--- src/rtl/hamming74_serial_tx.sv ---
// Hamming(7,4) encoder with UART-style serial transmitter (start, 7 code bits LSB first, stop).
// Latency: codeword registered on accept; first start-bit cycle follows; frame is 9*CLKS_PER_BIT cycles.
// Backpressure: ready_o only in IDLE; valid_i ignored while busy. Build option HAM_ERR_INJECT_EN adds err_pos_i.
module hamming74_serial_tx #(
  parameter int CLKS_PER_BIT = 27
) (
  input  logic       clk,
  input  logic       rst,
  input  logic [3:0] data_i,
  input  logic       valid_i,
`ifdef HAM_ERR_INJECT_EN
  input  logic [2:0] err_pos_i,
`endif
  output logic       ready_o,
  output logic [6:0] code_o,
  output logic       tx_o,
  output logic       busy_o,
  output logic       done_o
);

  localparam int CW = (CLKS_PER_BIT > 1) ? $clog2(CLKS_PER_BIT) : 1;
  localparam logic [CW-1:0] CNT_LAST = CW'(CLKS_PER_BIT - 1);

  typedef enum logic [1:0] {
    S_IDLE  = 2'd0,
    S_START = 2'd1,
    S_DATA  = 2'd2,
    S_STOP  = 2'd3
  } state_t;

  state_t        state_q, state_d;
  logic [CW-1:0] cnt_q, cnt_d;
  logic [2:0]    idx_q, idx_d;
  logic [6:0]    code_q, code_d;
  logic          tx_q, tx_d;
  logic          done_q, done_d;

  logic [6:0]    enc;
  logic [6:0]    err_mask;
  logic          accept;
  logic          bit_end;

  // Hamming(7,4) encoder: code position k lives in enc[k-1]
  always_comb begin
    enc[0] = data_i[0] ^ data_i[1] ^ data_i[3];
    enc[1] = data_i[0] ^ data_i[2] ^ data_i[3];
    enc[2] = data_i[0];
    enc[3] = data_i[1] ^ data_i[2] ^ data_i[3];
    enc[4] = data_i[1];
    enc[5] = data_i[2];
    enc[6] = data_i[3];
  end

`ifdef HAM_ERR_INJECT_EN
  // Single-bit error injection at code position err_pos_i (0 = clean)
  always_comb begin
    err_mask = 7'd0;
    if (err_pos_i != 3'd0) begin
      err_mask = 7'd1 << (err_pos_i - 3'd1);
    end
  end
`else
  assign err_mask = 7'd0;
`endif

  assign accept  = valid_i && (state_q == S_IDLE);
  assign bit_end = (cnt_q == CNT_LAST);

  // Next-state logic: baud counter, bit index, codeword capture, done pulse
  always_comb begin
    state_d = state_q;
    cnt_d   = cnt_q;
    idx_d   = idx_q;
    code_d  = code_q;
    done_d  = 1'b0;
    case (state_q)
      S_IDLE: begin
        cnt_d = '0;
        idx_d = 3'd0;
        if (accept) begin
          code_d  = enc ^ err_mask;
          state_d = S_START;
        end
      end
      S_START: begin
        if (bit_end) begin
          cnt_d   = '0;
          idx_d   = 3'd0;
          state_d = S_DATA;
        end else begin
          cnt_d = cnt_q + CW'(1);
        end
      end
      S_DATA: begin
        if (bit_end) begin
          cnt_d = '0;
          // Index parks at 6 on the last data bit rather than wrapping
          if (idx_q == 3'd6) begin
            state_d = S_STOP;
          end else begin
            idx_d = idx_q + 3'd1;
          end
        end else begin
          cnt_d = cnt_q + CW'(1);
        end
      end
      S_STOP: begin
        if (bit_end) begin
          cnt_d   = '0;
          done_d  = 1'b1;
          state_d = S_IDLE;
        end else begin
          cnt_d = cnt_q + CW'(1);
        end
      end
      default: begin
        state_d = S_IDLE;
        cnt_d   = '0;
        idx_d   = 3'd0;
      end
    endcase
  end

  // Line level registered from the next state so tx_o is glitch-free and aligned with state
  always_comb begin
    tx_d = 1'b1;
    case (state_d)
      S_START: tx_d = 1'b0;
      S_DATA:  tx_d = code_d[idx_d];
      default: tx_d = 1'b1;
    endcase
  end

  // State register; reset aborts any frame in flight
  always_ff @(posedge clk) begin
    if (rst) begin
      state_q <= S_IDLE;
      cnt_q   <= '0;
      idx_q   <= 3'd0;
      code_q  <= 7'd0;
      tx_q    <= 1'b1;
      done_q  <= 1'b0;
    end else begin
      state_q <= state_d;
      cnt_q   <= cnt_d;
      idx_q   <= idx_d;
      code_q  <= code_d;
      tx_q    <= tx_d;
      done_q  <= done_d;
    end
  end

  assign ready_o = (state_q == S_IDLE);
  assign busy_o  = (state_q != S_IDLE);
  assign code_o  = code_q;
  assign tx_o    = tx_q;
  assign done_o  = done_q;

endmodule

--- config.mk ---
export PLATFORM = sky130hd
export DESIGN_NAME = hamming74_serial_tx
export DESIGN_NICKNAME = d
export VERILOG_FILES = /design/src/rtl/hamming74_serial_tx.sv
export SDC_FILE = /design/constraint.sdc
export NUM_CORES = 1
export LEC_CHECK = 0
export CAP_MARGIN = 10
export CORE_MARGIN = 4
export CORE_UTILIZATION = 45
export DETAILED_ROUTE_END_ITERATION = 10
export MAX_ROUTING_LAYER = met4
export PLACE_DENSITY_LB_ADDON = 0.2
export SYNTH_ARGS = -nofsm -noshare
export SYNTH_HDL_FRONTEND = slang
export SYNTH_SLANG_ARGS = --single-unit
--- constraint.sdc ---
create_clock -name clk -period 1.9 [get_ports clk]
set_input_delay 0.19 -clock clk [delete_from_list [all_inputs] [get_ports clk]]
set_output_delay 0.19 -clock clk [all_outputs]
set_load 0.01 [all_outputs]
==> results of run 1 <==
==> repair_timing <==
item,4_1_cts,5_1_grt
pin swaps,3,4
hold buffers,0,0
buffers inserted,0,1
resized for setup,2,7
setup endpoints to repair,1,1
==> worst register-to-register path: stages (launching register included) <==
cell and delay [ps]:
dfxtp_2 340, inv_2 60, ha_4 120, nand4b_1 250, o211ai_1 310, and3_4 240
mux2i_1 70, o41ai_1 300, a31oi_1 70
==> through the flow <==
step	instances	utilization	cell area [um^2]	hold slack, ps
after floorplan	108	-	1026	352.6
after global placement	164	0.5997	1314	503.5
after detailed placement	164	0.5997	1314	509.1
after CTS	168	0.6145	1346	525.0
after global routing	169	0.6276	1375	575.9
final	169	0.6276	1375	559.3
==> synthesized netlist by cell type (all sizes together) (2+ instances only) <==
| master | instances | area (um^2) |
|---|---|---|
| dfxtp | 19 | 380.4 |
| nor2 | 15 | 56.30 |
| mux2i | 10 | 100.1 |
| inv | 5 | 18.77 |
| xor2 | 5 | 43.79 |
| ha | 4 | 50.05 |
| nand3 | 4 | 20.02 |
| o211ai | 4 | 30.03 |
| buf | 3 | 33.78 |
| clkbuf | 3 | 11.26 |
| nor2b | 3 | 18.77 |
| xnor2 | 3 | 26.28 |
| a21oi | 2 | 10.01 |
| a41oi | 2 | 25.03 |
| and2 | 2 | 12.51 |
| and3 | 2 | 13.77 |
| nand2 | 2 | 7.510 |
| nand4 | 2 | 12.51 |
| nand4b | 2 | 17.52 |
| nor3 | 2 | 10.01 |
| nor3b | 2 | 15.01 |
==> report_power, final <==
part / leakage [uW] / total, uW / internal (uW) / switching, uW
Sequential: 0.000156 / 422 / 413 / 9.04
Clock: 0.0000150 / 201 / 81.7 / 119
Combinational: 0.000414 / 168 / 98.7 / 69.4
Total: 0.000585 / 791 / 594 / 198
==> flip-flops by register name, indices dropped and copies added (netlist names) <==
signal	flops
code_o	7
cnt_q	5
idx_q	3
state_q	2
done_o	1
tx_o	1
==> cells by family after synthesis <==
group	Yosys count	synth area share
buffers and inverters	11	0.06219
DFF	19	0.3707
adders and majority gates	4	0.04878
muxes	11	0.1122
and+or+nand+nor	41	0.2159
xor gates and xnor gates	8	0.06830
AOI/OAI and AO/OA	14	0.1220
==> routing by layer <==
| metal | vias up | share of wire | global-route usage |
|---|---|---|---|
| met2 | 10 | 0.46 | 0.2230 |
| met4 | 0 | 0.019 | 0.08333 |
| li1 | 449 | - | - |
| met3 | 4 | 0.020 | 0.03016 |
| met1 | 424 | 0.50 | 0.1949 |
| met5 | - | 0 | - |
==> cell type report <==
cell class / instances / area [um^2]
inverter: 5 / 18.77
tap: 28 / 35.03
clock buffer: 4 / 26.28
multi-input combinational: 78 / 604.3
timing repair buffer: 35 / 305.3
sequential: 19 / 385.4
fill: 185 / 815.8
==> worst paths after layout <==
| path | depth (start not counted) | end | slack (ps) |
|---|---|---|---|
| worst max-delay path | 8 | tx_o | 20 |
| worst min-delay path | 2 | cnt_q[4] | 560 |
| worst max register to register | 8 | tx_o | 20 |
| worst min register to register | 2 | cnt_q[4] | 560 |
==> impl_results.html, run 1 <==
<table>
<tr><th>Metric</th><th>Value</th></tr>
<tr><th colspan="2">Setup path</th></tr>
<tr><td>Path type of the worst setup path</td><td>reg2reg</td></tr>
<tr><td>Worst endpoint data arrival time</td><td>2050 ps</td></tr>
<tr><td>Kind of cell with the highest combined delay on the critical path</td><td>compound AO/OA/AOI/OAI gates</td></tr>
<tr><td>Largest stage delay on the critical path</td><td>340 ps</td></tr>
<tr><td>Startpoint of the lowest-slack register-to-register path</td><td>cnt_q[0]</td></tr>
<tr><td>Series of cell instances along the critical path</td><td>inv_2, ha_4, nand4b_1, o211ai_1, and3_4, mux2i_1, o41ai_1, a31oi_1</td></tr>
<tr><td>Critical-path top delay cell</td><td>dfxtp_2</td></tr>
<tr><td>Required arrival time at the worst endpoint</td><td>2080 ps</td></tr>
<tr><td>Buf/Inv on CP</td><td>1</td></tr>
<tr><td>Crit path launch</td><td>cnt_q[0]</td></tr>
<tr><td>Kind of end point of the critical path</td><td>register</td></tr>
<tr><td>Worst-path maximum fanout</td><td>5</td></tr>
<tr><td>Element type at the critical path start</td><td>register</td></tr>
<tr><th colspan="2">Finish</th></tr>
<tr><td>Number of diodes added for antenna fixing</td><td>0</td></tr>
<tr><td>Commonest cells after routing, fill and taps aside</td><td>buf_4, dfxtp_1, clkdlybuf4s50_1, nor2_1, mux2i_1</td></tr>
<tr><td>Area added between synthesis and finish</td><td>34.02%</td></tr>
<tr><td>Number of nets at the end of the flow</td><td>153</td></tr>
<tr><td>Leading cell type in the layout, fill and taps excluded</td><td>buf_4</td></tr>
<tr><td>Share of final-layout standard cells stronger than drive strength 1</td><td>0.2270</td></tr>
<tr><th colspan="2">Synth</th></tr>
<tr><td>Count of flip-flops with a built-in enable after synthesis</td><td>0</td></tr>
<tr><td>Mean instance size in the synthesized netlist</td><td>about 9.5 um^2</td></tr>
<tr><td>Synthesized net count</td><td>between 100 and 150</td></tr>
<tr><td>Flip-flop and latch count after synthesis</td><td>19</td></tr>
<tr><td>Synthesis warning total</td><td>0</td></tr>
<tr><td>Area of the mapped netlist</td><td>1026 um^2</td></tr>
<tr><td>Synth cell types</td><td>35</td></tr>
<tr><td>FFs w/ async S/R, synth</td><td>0</td></tr>
<tr><td>Leading register cell type out of synthesis</td><td>dfxtp_1</td></tr>
<tr><td>Post-Synthesis Cells</td><td>around 110</td></tr>
<tr><td>Seq/Total Area, Yosys</td><td>0.3707</td></tr>
<tr><th colspan="2">Timing</th></tr>
<tr><td>Final period demand of the worst path</td><td>1875 ps</td></tr>
<tr><td>Setup repair after global routing missed its margin</td><td>true</td></tr>
<tr><td>Highest attainable clock frequency</td><td>533.3 MHz</td></tr>
<tr><td>Setup clock skew after layout</td><td>approximately 10 ps</td></tr>
<tr><td>Headroom to the max-slew limit</td><td>0.8079</td></tr>
<tr><td>Tightest Pin Transition</td><td>between 200 and 300 ps</td></tr>
<tr><td>Final worst path period share</td><td>0.9869</td></tr>
<tr><td>Total count of hold-check failures in the final report</td><td>0</td></tr>
<tr><td>Post-layout worst setup margin</td><td>approximately 25 ps</td></tr>
<tr><td>Setup TNS</td><td>0 ps</td></tr>
<tr><td>Final setup violation count</td><td>0</td></tr>
<tr><td>Max-slew violations</td><td>0</td></tr>
<tr><th colspan="2">Power</th></tr>
<tr><td>Ratio of total power to cell area</td><td>approximately 580 nW/um^2</td></tr>
<tr><td>Overall power consumption</td><td>around 790 uW</td></tr>
<tr><td>Leakage power total</td><td>0.0005855 uW</td></tr>
<tr><td>VDD IR max</td><td>0.5331 mV</td></tr>
<tr><th colspan="2">GRT</th></tr>
<tr><td>Number of antenna violations at the first check in global routing</td><td>0</td></tr>
<tr><td>Grt ovf</td><td>0</td></tr>
<tr><td>Pin count of the biggest net entering global routing</td><td>12</td></tr>
<tr><td>Via count of the first global-routing pass</td><td>830</td></tr>
<tr><td>Total global-route track usage</td><td>0.1521</td></tr>
<tr><td>Wire length of the first global-routing pass</td><td>3677 um</td></tr>
<tr><th colspan="2">Placement</th></tr>
<tr><td>IO buf count</td><td>17</td></tr>
<tr><td>Post-place setup slack</td><td>-141.7 ps</td></tr>
<tr><td>Estimated wirelength of the detail-placed design</td><td>1673 um</td></tr>
<tr><td>Final weighted congestion of routability-driven global placement</td><td>0.8099</td></tr>
<tr><th colspan="2">Run</th></tr>
<tr><td>Number of maximum-capacitance violations</td><td>0</td></tr>
<tr><th colspan="2">Die</th></tr>
<tr><td>Placeable core region</td><td>~2200 um^2</td></tr>
<tr><td>Die area</td><td>3108 um^2</td></tr>
<tr><td>Starting Density</td><td>0.4683</td></tr>
<tr><td>Vert. Die Dim</td><td>around 56 um</td></tr>
<tr><td>Std-Cell Rows</td><td>17</td></tr>
<tr><td>I/O pin total</td><td>18</td></tr>
<tr><td>Die extent in x</td><td>55.75 um</td></tr>
<tr><th colspan="2">Detailed routing</th></tr>
<tr><td>Iteration-0 DRC Markers</td><td>11</td></tr>
<tr><td>Detail-routed net length per standard cell</td><td>12.97 um</td></tr>
<tr><td>Post-Route WL</td><td>2192 um</td></tr>
<tr><td>Post-route DRC violation count</td><td>0</td></tr>
<tr><td>Number of optimization iterations in the first detailed-route pass</td><td>4</td></tr>
<tr><td>Final ANT Viol Nets</td><td>0</td></tr>
<tr><td>Via count</td><td>887</td></tr>
<tr><td>Via-to-Cell Ratio</td><td>5.249</td></tr>
<tr><th colspan="2">CTS</th></tr>
<tr><td>CTS clk-pin slew, worst paths</td><td>between 100 and 150 ps</td></tr>
<tr><td>Root Driver</td><td>clkbuf_4</td></tr>
<tr><td>Maximum clock insertion buffer count</td><td>2</td></tr>
<tr><td>Clock latency of the later-clocked register in the worst-skew pair</td><td>300 ps</td></tr>
<tr><td>Sink Count</td><td>19</td></tr>
<tr><td>Number of clock buffers inserted by TritonCTS</td><td>3</td></tr>
<tr><td>H-Tree Depth</td><td>1</td></tr>
<tr><td>Clock tree from TritonCTS</td><td>yes</td></tr>
<tr><th colspan="2">Status</th></tr>
<tr><td>Run status</td><td>finished, final reports clean</td></tr>
<tr><th colspan="2">Worst hold path</th></tr>
<tr><td>Startpoint of the tightest hold check path</td><td>cnt_q[4]</td></tr>
<tr><td>Class of the most critical hold timing path</td><td>reg2reg</td></tr>
</table>
Note: power is estimated with default switching activity, not from simulation.
==> run 2, diff against run 1 <==
--- a/config.mk
+++ b/config.mk
@@ -11,6 +11,8 @@
 export DETAILED_ROUTE_END_ITERATION = 10
 export MAX_ROUTING_LAYER = met4
 export PLACE_DENSITY_LB_ADDON = 0.2
+export SLEW_MARGIN = 10
 export SYNTH_ARGS = -nofsm -noshare
 export SYNTH_HDL_FRONTEND = slang
 export SYNTH_SLANG_ARGS = --single-unit
+export TNS_END_PERCENT = 20
==> results of run 2 <==
No change in the layout: final DEF, timing and power equal those of run 1.
==> run 3, diff against run 2 <==
--- a/config.mk
+++ b/config.mk
@@ -11,7 +11,7 @@
 export DETAILED_ROUTE_END_ITERATION = 10
 export MAX_ROUTING_LAYER = met4
 export PLACE_DENSITY_LB_ADDON = 0.2
-export SLEW_MARGIN = 10
+export SLEW_MARGIN = 40
 export SYNTH_ARGS = -nofsm -noshare
 export SYNTH_HDL_FRONTEND = slang
 export SYNTH_SLANG_ARGS = --single-unit
==> results of run 3 <==
No change in the layout: final DEF, timing and power equal those of run 1.
